### src/rtl/mshr_controller_pkg.sv
// Shared types for the data-cache MSHR controller: entry state, memory command
// encoding and the fill broadcast packet seen by the load buffer.
package mshr_controller_pkg;

  // Packet index field is sized for the largest supported MSHR count; narrower
  // configurations zero-extend into it.
  localparam int MSHR_IDX_MAX_W = 8;

  typedef logic [MSHR_IDX_MAX_W-1:0] MSHR_IDX;

  typedef enum logic [1:0] {
    MEM_NONE  = 2'd0,
    MEM_LOAD  = 2'd1,
    MEM_STORE = 2'd2
  } MEM_COMMAND;

  typedef enum logic [1:0] {
    FREE    = 2'd0,
    PENDING = 2'd1,
    WAITING = 2'd2,
    FILL    = 2'd3
  } MSHR_STATE;

  typedef struct packed {
    MSHR_STATE   state;
    logic [28:0] line;
    logic [3:0]  tag;
  } MSHR_ENTRY;

  typedef struct packed {
    logic        valid;
    MSHR_IDX     mshr_idx;
    logic [63:0] data;
  } LOAD_BUFFER_CACHE_PACKET;

  localparam LOAD_BUFFER_CACHE_PACKET NOP_LOAD_BUFFER_CACHE_PACKET = '0;

endpackage

### src/rtl/mshr_controller_issue_fifo.sv
// Circular FIFO of MSHR indices holding allocation order; only the head may
// issue to memory. Depth must be a power of two so the pointers wrap freely.
module mshr_issue_fifo #(
  parameter int DEPTH = 4,
  parameter int IDX_W = 2
) (
  input  logic             clock,
  input  logic             reset,
  input  logic             push_i,
  input  logic [IDX_W-1:0] push_data_i,
  input  logic             pop_i,
  output logic [IDX_W-1:0] head_o,
  output logic             empty_o
);

  localparam int PTR_W = (DEPTH > 1) ? $clog2(DEPTH) : 1;

  logic [IDX_W-1:0] mem_q [DEPTH];
  logic [PTR_W-1:0] wr_ptr_q, wr_ptr_d;
  logic [PTR_W-1:0] rd_ptr_q, rd_ptr_d;
  logic [PTR_W:0]   count_q, count_d;
  logic             do_push, do_pop;

  assign do_pop  = pop_i && (count_q != '0);
  assign do_push = push_i && (count_q != (PTR_W+1)'(DEPTH));

  always_comb begin
    wr_ptr_d = wr_ptr_q;
    rd_ptr_d = rd_ptr_q;
    if (do_push) wr_ptr_d = wr_ptr_q + 1'b1;
    if (do_pop)  rd_ptr_d = rd_ptr_q + 1'b1;
    count_d = count_q + {{PTR_W{1'b0}}, do_push} - {{PTR_W{1'b0}}, do_pop};
  end

  always_ff @(posedge clock) begin
    if (reset) begin
      wr_ptr_q <= '0;
      rd_ptr_q <= '0;
      count_q  <= '0;
    end else begin
      wr_ptr_q <= wr_ptr_d;
      rd_ptr_q <= rd_ptr_d;
      count_q  <= count_d;
    end
  end

  always_ff @(posedge clock) begin
    if (do_push) mem_q[wr_ptr_q] <= push_data_i;
  end

  assign head_o  = mem_q[rd_ptr_q];
  assign empty_o = (count_q == '0);

endmodule

### src/rtl/mshr_controller.sv
// MSHR controller: allocates entries for line misses, issues MEM_LOADs in
// allocation order and broadcasts fills. Define MSHR_MERGE_EN to merge same-line misses.
module mshr_controller
  import mshr_controller_pkg::*;
#(
  parameter int MSHR_SZ    = 4,
  parameter int MSHR_IDX_W = $clog2(MSHR_SZ)
) (
  input  logic                    clock,
  input  logic                    reset,
  input  logic                    miss_req_valid,
  input  logic [31:0]             miss_req_addr,
  output logic                    miss_req_ready,
  output logic [MSHR_IDX_W-1:0]   miss_mshr_idx,
  output logic                    mem_port_req,
  input  logic                    mem_port_gnt,
  output MEM_COMMAND              proc2mem_command,
  output logic [31:0]             proc2mem_addr,
  input  logic [3:0]              mem2proc_transaction_tag,
  input  logic [3:0]              mem2proc_data_tag,
  input  logic [63:0]             mem2proc_data,
  output LOAD_BUFFER_CACHE_PACKET load_buffer_cache_packet,
  output logic [31:0]             fill_addr,
  output logic                    mshr_busy
);

  MSHR_ENTRY               entry_q [MSHR_SZ];
  MSHR_ENTRY               entry_d [MSHR_SZ];
  LOAD_BUFFER_CACHE_PACKET packet_q, packet_d;
  logic [31:0]             fill_addr_q, fill_addr_d;

  logic [28:0]             req_line;
  logic                    addr_offset_unused;
  logic [MSHR_SZ-1:0]      free_vec, merge_vec, fill_vec;
  logic [MSHR_IDX_W-1:0]   alloc_idx, merge_idx, fill_idx, head_idx;
  logic                    free_any, merge_hit, fill_hit;
  logic                    alloc, issue, issue_ok, fifo_empty;

  assign req_line           = miss_req_addr[31:3];
  assign addr_offset_unused = ^miss_req_addr[2:0];

  genvar gi;
  generate
    for (gi = 0; gi < MSHR_SZ; gi++) begin : g_entry
      assign free_vec[gi] = (entry_q[gi].state == FREE);
      assign fill_vec[gi] = (entry_q[gi].state == WAITING) &&
                            (mem2proc_data_tag != 4'd0) &&
                            (entry_q[gi].tag == mem2proc_data_tag);
`ifdef MSHR_MERGE_EN
      // FILL entries are about to be freed, so they never absorb a new miss.
      assign merge_vec[gi] = ((entry_q[gi].state == PENDING) ||
                              (entry_q[gi].state == WAITING)) &&
                             (entry_q[gi].line == req_line);
`else
      assign merge_vec[gi] = 1'b0;
`endif
    end
  endgenerate

  // Lowest-index priority encoders for allocation, merge target and fill match.
  always_comb begin
    alloc_idx = '0;
    merge_idx = '0;
    fill_idx  = '0;
    for (int i = MSHR_SZ - 1; i >= 0; i--) begin
      if (free_vec[i])  alloc_idx = MSHR_IDX_W'(i);
      if (merge_vec[i]) merge_idx = MSHR_IDX_W'(i);
      if (fill_vec[i])  fill_idx  = MSHR_IDX_W'(i);
    end
  end

  assign free_any  = |free_vec;
  assign merge_hit = |merge_vec;
  assign fill_hit  = |fill_vec;

  assign miss_req_ready = miss_req_valid && (free_any || merge_hit);
  assign miss_mshr_idx  = merge_hit ? merge_idx : alloc_idx;
  assign alloc          = miss_req_valid && free_any && !merge_hit;

  mshr_issue_fifo #(
    .DEPTH (MSHR_SZ),
    .IDX_W (MSHR_IDX_W)
  ) u_issue_fifo (
    .clock       (clock),
    .reset       (reset),
    .push_i      (alloc),
    .push_data_i (alloc_idx),
    .pop_i       (issue_ok),
    .head_o      (head_idx),
    .empty_o     (fifo_empty)
  );

  assign mem_port_req     = !fifo_empty;
  assign issue            = mem_port_req && mem_port_gnt;
  assign issue_ok         = issue && (mem2proc_transaction_tag != 4'd0);
  assign proc2mem_command = issue ? MEM_LOAD : MEM_NONE;
  assign proc2mem_addr    = issue ? {entry_q[head_idx].line, 3'b000} : 32'd0;

  always_comb begin
    for (int i = 0; i < MSHR_SZ; i++) begin
      entry_d[i] = entry_q[i];
      case (entry_q[i].state)
        FREE: begin
          if (alloc && (alloc_idx == MSHR_IDX_W'(i))) begin
            entry_d[i].state = PENDING;
            entry_d[i].line  = req_line;
            entry_d[i].tag   = 4'd0;
          end
        end
        PENDING: begin
          if (issue_ok && (head_idx == MSHR_IDX_W'(i))) begin
            entry_d[i].state = WAITING;
            entry_d[i].tag   = mem2proc_transaction_tag;
          end
        end
        WAITING: begin
          if (fill_hit && (fill_idx == MSHR_IDX_W'(i))) entry_d[i].state = FILL;
        end
        FILL: entry_d[i].state = FREE;
      endcase
    end
  end

  always_comb begin
    packet_d    = NOP_LOAD_BUFFER_CACHE_PACKET;
    fill_addr_d = 32'd0;
    if (fill_hit) begin
      packet_d.valid    = 1'b1;
      packet_d.mshr_idx = MSHR_IDX'(fill_idx);
      packet_d.data     = mem2proc_data;
      fill_addr_d       = {entry_q[fill_idx].line, 3'b000};
    end
  end

  always_ff @(posedge clock) begin
    if (reset) begin
      for (int i = 0; i < MSHR_SZ; i++) entry_q[i] <= '0;
      packet_q    <= NOP_LOAD_BUFFER_CACHE_PACKET;
      fill_addr_q <= 32'd0;
    end else begin
      entry_q     <= entry_d;
      packet_q    <= packet_d;
      fill_addr_q <= fill_addr_d;
    end
  end

  assign load_buffer_cache_packet = packet_q;
  assign fill_addr                = fill_addr_q;
  assign mshr_busy                = ~&free_vec;

endmodule
### config.mk
export PLATFORM = sky130hd
export DESIGN_NAME = mshr_controller
export DESIGN_NICKNAME = d
export VERILOG_FILES = /design/src/rtl/mshr_controller_pkg.sv /design/src/rtl/mshr_controller_issue_fifo.sv /design/src/rtl/mshr_controller.sv
export SDC_FILE = /design/constraint.sdc
export NUM_CORES = 1
export LEC_CHECK = 0
export ABC_AREA = 1
export CAP_MARGIN = 20
export CORE_ASPECT_RATIO = 1.4
export CORE_UTILIZATION = 45
export DETAILED_ROUTE_END_ITERATION = 10
export GPL_TIMING_DRIVEN = 0
export PLACE_DENSITY = 0.76
export SLEW_MARGIN = 5
export SYNTH_ARGS = -nofsm -noshare
export SYNTH_HDL_FRONTEND = slang
export SYNTH_SLANG_ARGS = --single-unit
### constraint.sdc
create_clock -name clock -period 2.05 [get_ports clock]
set_input_delay 0.41 -clock clock [delete_from_list [all_inputs] [get_ports clock]]
set_output_delay 0.41 -clock clock [all_outputs]
set_load 0.05 [all_outputs]
== Word-level counts from Yosys, hierarchy flattened ==
Memories as Yosys holds them, arrays and structs flattened. A register that Yosys moved wholly into a read port is not among the register bits.
Cells that the tools add are included.

* Word-level logic and storage cells: 172
* Memories: 1
* Output and inout port bits: 144
* Bits in writable memories: 8
* Register bits after elaboration: 252

* Mux-type cells: 45
* Add/subtract/negate cells: 4
* Magnitude comparators: 2
* Reductions and logical operators: 58
* Eq/ne operators: 38
* Bitwise gates (word level): 3

{| class="wikitable"
|+ Memories
! name !! depth !! width !! read ports !! clocked after Yosys merged registers in !! wr ports !! line !! source
|-
| u_issue_fifo.mem_q || 4 || 2 || 1 || 1 || 1 || mshr_controller_issue_fifo.sv:18 || <nowiki>logic [IDX_W-1:0] mem_q [DEPTH];</nowiki>
|}

{| class="wikitable"
|+ Operator list
! operator !! count
|-
| 35-bit binary-select mux with 2-bit select || 2
|-
| 35-bit two-way mux || 4
|-
| 33-bit two-way mux || 4
|-
| 73-bit two-way mux || 1
|-
| 2-bit two-way mux || 18
|-
| 32-bit two-way mux || 1
|-
| 2-bit case mux with 4 select lines || 4
|-
| 4-bit case mux with 2 select lines || 4
|-
| 2-bit equality test (second input constant) || 14
|-
| 1-bit logical AND || 25
|-
| 3-bit AND reduction || 8
|-
| 4-bit equality test || 4
|-
| 4-bit two-way mux || 4
|-
| 2-bit by 1-bit != test with 1-bit output (second input constant) || 8
|-
| 2-bit by 1-bit equality test with 1-bit output (second input constant) || 7
|-
| 2-bit logical NOT || 7
|-
| 2-bit != test (second input constant) || 4
|-
| 2-bit AND reduction || 4
|-
| 2-bit nonzero test || 4
|-
| 4-bit nonzero test || 2
|-
| 4-bit OR reduction || 2
|-
| 3-bit greater-or-equal comparator (second input constant) || 2
|-
| 2-bit NOT with 3-bit output || 2
|-
| 2-bit by 1-bit adder with 2-bit output (second input constant) || 2
|-
| other kinds (10) || 13
|}

== Logic depth before layout (Yosys ltp) ==
Gate-level depths: netlist (run 1).

* Depth in word-level cells: 11
* Gate-level depth with buffers: 15
* Mapped depth without buffers: 14

== Cells and area by module ==
Synthesis (run 1) repeated with hierarchy kept, for this count alone.

* Cell total of the unflattened synthesis: 1490
* Area total of the unflattened synthesis: 10882.9 sq um

{| class="wikitable"
|+ By module, submodules not included
! module !! area an instance (sq um) !! times used !! cells an instance
|-
| mshr_controller || 10095.9 || 1 || 1404
|-
| mshr_issue_fifo || 787.0 || 1 || 86
|}

== Least setup slack after synthesis (run 1) ==
No wires, ideal clock.

* Kind: flip-flop to flip-flop
* From: register entry_q[103] (netlist bit)
* To: register u_issue_fifo.count_q[2]
* Required time: 1.929 ns
* Slack: -1.079 ns
* Clock period less this slack: 3.129 ns
* Cell stages (with the launch flop): 13
* Arrival time: 3.008 ns
* Path buffers: 0
* Setup time: 0.121 ns
* Path through: dfxtp_1 -> inv_1 -> ha_1 -> inv_1 -> a31oi_1 -> nand2_1 -> inv_1 -> ha_1 -> inv_1 -> fa_1 -> xor2_1 -> o21ai_0 -> a21oi_1

* Cells in the longest elaborated chain, start to end: 6

{| class="wikitable"
|+ Ends and longest elaborated chain
! what !! line !! source
|-
| from (decl) || mshr_controller.sv:27 || <nowiki>MSHR_ENTRY entry_q [MSHR_SZ];</nowiki>
|-
| from (signal assigned) || mshr_controller.sv:141 || <nowiki>entry_q <= entry_d;</nowiki>
|-
| 2-bit logical NOT || mshr_controller.sv:45 || <nowiki>assign free_vec[gi] = (entry_q[gi].state == FREE);</nowiki>
|-
| 4-bit OR reduction || mshr_controller.sv:72 || <nowiki>assign free_any = |free_vec;</nowiki>
|-
| 1-bit logical AND || -- ||
|-
| net miss_req_ready || mshr_controller.sv:13 || <nowiki>output logic miss_req_ready,</nowiki>
|-
| 1-bit logical AND || mshr_controller_issue_fifo.sv:25 || <nowiki>assign do_push = push_i && (count_q != (PTR_W+1)'(DEPTH));</nowiki>
|-
| net u_issue_fifo.do_push || mshr_controller_issue_fifo.sv:22 || <nowiki>logic do_push, do_pop;</nowiki>
|-
| 3-bit by 1-bit adder with 3-bit output || mshr_controller_issue_fifo.sv:32 || <nowiki>count_d = count_q + {{PTR_W{1'b0}}, do_push} - {{PTR_W{1'b0}}, do_pop};</nowiki>
|-
| 3-bit by 1-bit subtractor with 3-bit output || mshr_controller_issue_fifo.sv:32 ||
|-
| to (signal assigned) || mshr_controller_issue_fifo.sv:43 || <nowiki>count_q <= count_d;</nowiki>
|-
| to (decl) || mshr_controller_issue_fifo.sv:21 || <nowiki>logic [PTR_W:0] count_q, count_d;</nowiki>
|}

The timed path passes the listed nets, and every way through them passes these cells.
A chain may end at the register's enable or synchronous reset.

==> results by group, run 1 <==
Run status
  • Status: finished with violations
  • Violated checks: setup timing

Hold path
  • Hold wc startpoint: mem2proc_data[35]
  • Hold Crit Class: in2reg
  • Hold depth: 3

Clocking
  • CTS root buf: clkbuf_16
  • Number of buffers created by CTS: 25
  • Htree depth: 1
  • Clk pin slew, worst setup/hold paths: approximately 70 ps
  • CTS tree: yes
  • Num Clock Sinks: 253
  • Hold_buf cts: 0
  • Skew-Pair Late Insertion Delay: about 540 ps
  • CTS Buffer Depth: 3

Floorplan
  • Die Y: about 190 µm
  • IO Pins: 252
  • Initial Util: a little under half
  • Core box area: approximately 23000 µm²
  • Die area: between 20000 and 25000 µm²
  • Die width: 133.3 µm
  • # rows: between 60 and 70

STA
  • Period utilisation layout: 130.7%
  • Post-route worst setup slack: -630.3 ps
  • RSZ-0062 raised after global routing: true
  • Final Hold Fails: 0
  • Final setup fails: 34
  • Hold WS: between 300 and 400 ps
  • Fin. max-slew vios: 0
  • Slew HR: 54.74%
  • Fmax: between 300 and 400 MHz
  • Post-layout min period: 2680 ps
  • Clock Skew: around 24 ps
  • Worst-margin pin slew: between 600 and 700 ps

Layout
  • Synth-to-layout area growth: 49.20%
  • Most frequent cells in the layout: nor2_1, dfxtp_1, nand2_1, inv_1, o21ai_0
  • Sequential Area: approximately 5200 µm²
  • Share of cells above drive strength 1: roughly a fifth
  • Final-layout fill cell count: between 1500 and 2000
  • Nets@finish: between 1500 and 2000
  • Area of the multi-input gates: around 5500 µm²
  • # diodes: 0
  • Commonest non-fill, non-tap cell in the layout: nor2_1

Detailed routing
  • Detailed Routing Iterations Pass 1: 6
  • Post-route ant nets: 0
  • Wire per inst: 18.01 µm
  • Vias per cell: 5.400
  • Drt first-iter violations: approximately 900
  • # DRC: 0
  • DR vias: 11440
  • Post-Route WL: roughly 38000 µm

Yosys
  • Yosys warnings: 0
  • Mapped cell area: 10860 µm²
  • Syn Area/Cell: roughly 7.4 µm²
  • Register area share after synthesis: between 40% and 50%
  • Synthesis-stage register bit count: about 250
  • Post-synthesis cell count: around 1500
  • Netlist cell types: 38

Setup path
  • Largest stage delay, worst path: 380 ps
  • Kind of critical path: reg2out
  • CP Capture Type: primary output
  • Launching element type of the critical path: flip-flop
  • CP cell instances: buf_6 > nand2_4 > nand3_4 > nand2_4 > a21oi_4 > buf_6 > buf_12 > a22oi_2 > a21oi_4 > buf_6
  • CP Max Fanout: 10
  • CP required: 1640 ps
  • WP data arrival: between 2000 and 2500 ps
  • Crit-path most repeated cell: buf_6
  • FF-to-FF path depth: 14
  • CP max stage cell: dfxtp_4
  • Reg-to-reg startpoint: u_issue_fifo.count_q[1]

Pwr
  • Switch share: 39.20%
  • Int Pwr: roughly 11 mW
  • Pwr Density: about 1200 nW/µm²
  • IR drop worst, VDD: 1.077 mV
  • Total leakage power: between 7 and 8 nW
  • Tot Pwr: 18.77 mW
  • Combinational Power Share: between 40% and 50%
  • Power share of the clock group: 23.5%
  • Flop pwr share: between 30% and 40%
  • P_sw: 7.356 mW

Placed design
  • PortBufs: between 200 and 250
  • Placed wire-length estimate: around 25000 µm
  • RePlAce Congestion: 0.9190

GRT
  • First-pass GRT wire length: 56500 µm
  • Gr usage total: ~29%
  • Vias in the first global route: ~11000
  • Initial antenna violation count: 0
  • Grt ovf: 0
  • Largest net degree at the start of global routing: 20

Flow run
  • Max-cap check violation count: 0
critical path, delay by kind of cell (launching register included):
| family | cells | cell delay [ps] |
|---|---|---|
| buf+inv | 4 | 610 |
| compound gates | 3 | 480 |
| flops | 1 | 380 |
| simple gates | 3 | 240 |
synth_stat cells, drive strengths merged:
library cell,instances,area [µm²]
nor2,354,1341
dfxtp,245,4905
inv,158,593.1
nand2,155,604.3
o21ai,125,629.4
a21oi,121,616.9
nand3,110,573.1
a22oi,58,435.4
buf,55,362.8
clkbuf,44,166.4
ha,21,262.8
edfxtp,8,240.2
nor3,5,30.03
nand3b,4,33.78
a31oi,1,6.260
clkinv,1,3.750
conb,1,3.750
fa,1,20.02
mux2,1,11.26
nand4,1,6.260
nor3b,1,7.510
xor2,1,8.760
final cells by class:
cell class / instances / area share, %
clock inverter: 9 / 0.3397
tap: 306 / 2.363
timing repair buffer: 290 / 18.56
multi-input combinational: 972 / 34.10
sequential: 253 / 31.89
buffer: 95 / 4.463
clock buffer: 34 / 4.439
inverter: 159 / 3.845
power by group through the flow:
stage          clock, mW  combinational (mW)  sequential (mW)
6_report            4.40                7.99             6.37
5_1_grt             4.65                8.41             6.44
3_3_place_gp           0                5.46             6.31
2_1_floorplan          0                3.73             6.42
3_5_place_dp           0                5.58             6.34
4_1_cts             4.42                7.20             6.31
flip-flops by register name, indices dropped and copies added (netlist names), named ones only:
| name | count |
|---|---|
| u_issue_fifo.count_q | 3 |
| entry_q | 140 |
| u_issue_fifo.mem_q | 8 |
| u_issue_fifo.wr_ptr_q | 2 |
| u_issue_fifo.rd_ptr_q | 2 |
| load_buffer_cache_packet | 67 |
| fill_addr | 29 |
layer usage:
layer	share of wire, %	track usage [%]
met4	5.5	17.23
met2	50	53.21
met3	8.9	5.065
met1	35	31.15
met5	0	0
through the flow:
| step | util (%) | setup TNS (ps) | std cells | setup WS, ps | cell area [µm²] |
|---|---|---|---|---|---|
| 2_1_floorplan | - | -226.2 | 1483 | -195.2 | 11290 |
| 3_3_place_gp | 59.78 | -107900 | 2023 | -1085 | 14020 |
| 3_5_place_dp | 59.78 | -113350 | 2023 | -1100 | 14020 |
| 4_1_cts | 66.91 | -15610 | 2098 | -570.6 | 15690 |
| 5_1_grt | 69.10 | -18940 | 2118 | -650.7 | 16210 |
| 6_report | 69.10 | -17580 | 2118 | -630.3 | 16210 |
final timing paths:
| kind | endpoint | slack [ps] |
|---|---|---|
| max | proc2mem_addr[22] | -630 |
| min | load_buffer_cache_packet[35] | 390 |
| max reg2reg | u_issue_fifo.count_q[2] | -240 |
| min reg2reg | flip-flop | 460 |
timing repair:
action | CTS | global route
endpoints found under the setup margin | 206 | 203
gates cloned | 4 | 1
resized for setup | 461 | 116
pin swaps | 40 | 46
setup buffers | 30 | 21
cell families after synthesis:
group	share of synthesized area (%)
adder cells (fa/ha/maj)	2.603
multiplexers	0.1037
AO/OA/AOI/OAI	15.54
flip-flops	47.37
XOR/XNOR	0.08065
AND/OR/NAND/NOR	23.90
buffers and inverters	10.37
other	0.03453
Note: power is estimated with default switching activity, not from simulation.
==> run 2, diff against run 1 <==
- CORE_UTILIZATION: 45 -> 56
- DONT_BUFFER_PORTS: unset -> 1
- PLACE_DENSITY: 0.76 -> 0.74
- SKIP_CTS_REPAIR_TIMING: unset -> 1
==> run 2 against run 1 <==
Against the previous run:
- the flow finishes with violations (hold timing, setup timing)
- worst setup slack got worse by 84 ps
- critical path depth decreased by 2
- maximum frequency fell by 3.0%
- routed wire length up 2.5%
- final cell count decreased by 13%
- non-clock buffer count decreased by 219
- sequential share of layout area increased by 3.8 points
- cell area is 11% lower
- largest cell class unchanged
- largest power group unchanged
==> results by group, run 2 (synthesis gave the netlist of run 1 again) <==
Run status
  • Status: finished with violations
  • Violated checks: hold timing, setup timing

STA
  • Slew HR: 43.63% (-11 points)
  • Post-route worst setup slack: -714.4 ps (-84.16 ps)
  • Clock Skew: 11.17 ps (-12.81 ps)
  • Fin Setup TNS: -41570 ps (-23980 ps)
  • Fin. max-slew vios: 0 (unchanged)
  • Final setup fails: 108 (+220%)
  • Post-layout min period: 2764 ps (+84.16 ps)
  • Period utilisation layout: 134.8% (+4.1 points)
  • Fmax: 361.7 MHz (-3.0%)
  • Final Hold Fails: 20 (+20)
  • RSZ-0062 raised after global routing: true
  • Worst-margin pin slew: 845.6 ps (+166.7 ps)
  • Hold WS: -10.92 ps (-403.1 ps)

Pwr
  • Power share of the clock group: 25.9% (+2.4 points)
  • Tot Pwr: 18.83 mW (+0.33%)
  • P_sw: 7.461 mW (+1.4%)
  • Flop pwr share: 35.2% (+1.2 points)
  • Combinational Power Share: 38.9% (-3.7 points)
  • Int Pwr: 11.37 mW (-0.39%)
  • Pwr Density: 1302 nW/µm² (+12%)
  • Switch share: 39.63% (+0.43 points)
  • Total leakage power: 5.872 nW (-21%)
  • IR drop worst, VDD: 1.254 mV (+16%)

GRT
  • Gr usage total: 32.77% (+3.7 points)
  • Largest net degree at the start of global routing: 16 (-20%)
  • Vias in the first global route: 9518 (-13%)
  • Initial antenna violation count: 3 (+3)
  • Grt ovf: 0 (unchanged)
  • First-pass GRT wire length: 50790 µm (-10%)

Layout
  • Max reg flops: 140 (unchanged)
  • Fin util: 76.82% (+7.7 points)
  • Share of cells above drive strength 1: 26.41% (+5.3 points)
  • Top reg by flops: entry_q
  • Commonest non-fill, non-tap cell in the layout: nor2_1
  • Post-Layout Cell Count: 1840 (-13%)
  • Nets@finish: 1706 (-11%)
  • Final instance area: 14460 µm² (-11%)
  • Synth-to-layout area growth: 33.13%
  • Most frequent cells in the layout: nor2_1, dfxtp_1, nand2_1, inv_1, nand3_1

Detailed routing
  • Post-Route WL: 39080 µm (+2.5%)
  • Wire per inst: 21.24 µm (+18%)
  • Detailed Routing Iterations Pass 1: 5 (-1)
  • Vias per cell: 5.984 (+11%)
  • Post-route ant nets: 0 (unchanged)
  • Drt first-iter violations: 970 (+5.0%)
  • # DRC: 0 (unchanged)
  • DR vias: 11010 (-3.7%)

Placed design
  • PortBufs: 0 (-100%)
  • RePlAce Congestion: 0.9292 (+1.1%)
  • Dpl cells: 1727 (-15%)
  • DP Area: 11600 µm² (-17%)
  • Placed wire-length estimate: 23960 µm (-4.3%)

Clocking
  • Num Clock Sinks: 253 (unchanged)
  • Htree depth: 1 (unchanged)
  • CTS Buffer Depth: 3 (unchanged)
  • CTS root buf: clkbuf_16
  • Clk pin slew, worst setup/hold paths: 70 ps (about the same)
  • Number of buffers created by CTS: 24 (-4.0%)
  • Skew-Pair Late Insertion Delay: 530 ps (about the same)
  • CTS tree: yes

Setup path
  • Kind of critical path: reg2out
  • WP data arrival: 2350 ps (+80 ps)
  • CP Capture Type: primary output
  • CP Max Fanout: 5 (-5)
  • Launching element type of the critical path: flip-flop
  • CP required: 1640 ps (about the same)

Floorplan
  • Die width: 119.7 µm (-10%)
  • IO Pins: 252 (unchanged)
  • # rows: 59 (-11%)
  • Core box area: 18820 µm² (-20%)
  • Die area: 19970 µm² (-19%)
  • Initial Util: 57.70% (+11 points)
  • Die Y: 166.8 µm (-10%)

Flow run
  • Max-cap check violation count: 0 (unchanged)

Hold path
  • Hold Crit Class: in2reg
run 2: worst paths after layout:
check	start	endpoint	slack, ps	cells after the start
hold / removal	mem2proc_data[52]	load_buffer_cache_packet[52]	-10	2
setup reg to reg	entry_q[69]	entry_q[9]	-420	12
setup / recovery	flip-flop	proc2mem_addr[21]	-710	8
hold reg to reg	u_issue_fifo.rd_ptr_q[0]	flip-flop	470	1
run 2: cell type report:
type	count	area, µm²
well taps	244	305.3
multi-input cells	972	5867
plain buffers	99	834.6
clock inverters	14	177.7
flip-flops and latches	253	5165
diodes	2	5.005
inverters	159	638.1
fillers	1273	4364
repair buffers	67	783.3
clock buffers	30	684.4
run 2: power groups by stage:
stage	clock [mW]	sequential, mW	combinational, mW
6_report	4.87	6.62	7.33
5_1_grt	5.09	6.68	7.69
4_1_cts	4.84	6.47	4.81
3_5_place_dp	0	6.57	4.79
3_3_place_gp	0	6.55	4.67
2_1_floorplan	0	6.42	3.73
run 2: critical path: stages, from the launching register on:
cell	delay, ps
dfxtp_4	390
nand2_1	110
nand3_4	120
nand2_4	100
a21oi_4	250
buf_6	200
buf_12	140
a22oi_2	70
a21oi_4	440
run 2: layer usage:
layer / part of all wire, % / GRT usage [%] / up-vias
met5: 0.036 / 0 / -
met4: 7.8 / 17.28 / 2
met3: 11 / 7.534 / 245
met2: 49 / 58.98 / 807
met1: 32 / 35.14 / 5032
li1: - / - / 4925
run 2: per-stage QoR:
step | worst slack (ps) | hold WS (ps)
CTS | -1133 | -12.30
global route | -697.4 | -4.906
floorplan | -195.2 | 436.2
finish | -714.4 | -10.92
detailed placement | -576.7 | 459.6
global placement | -525.0 | 453.1
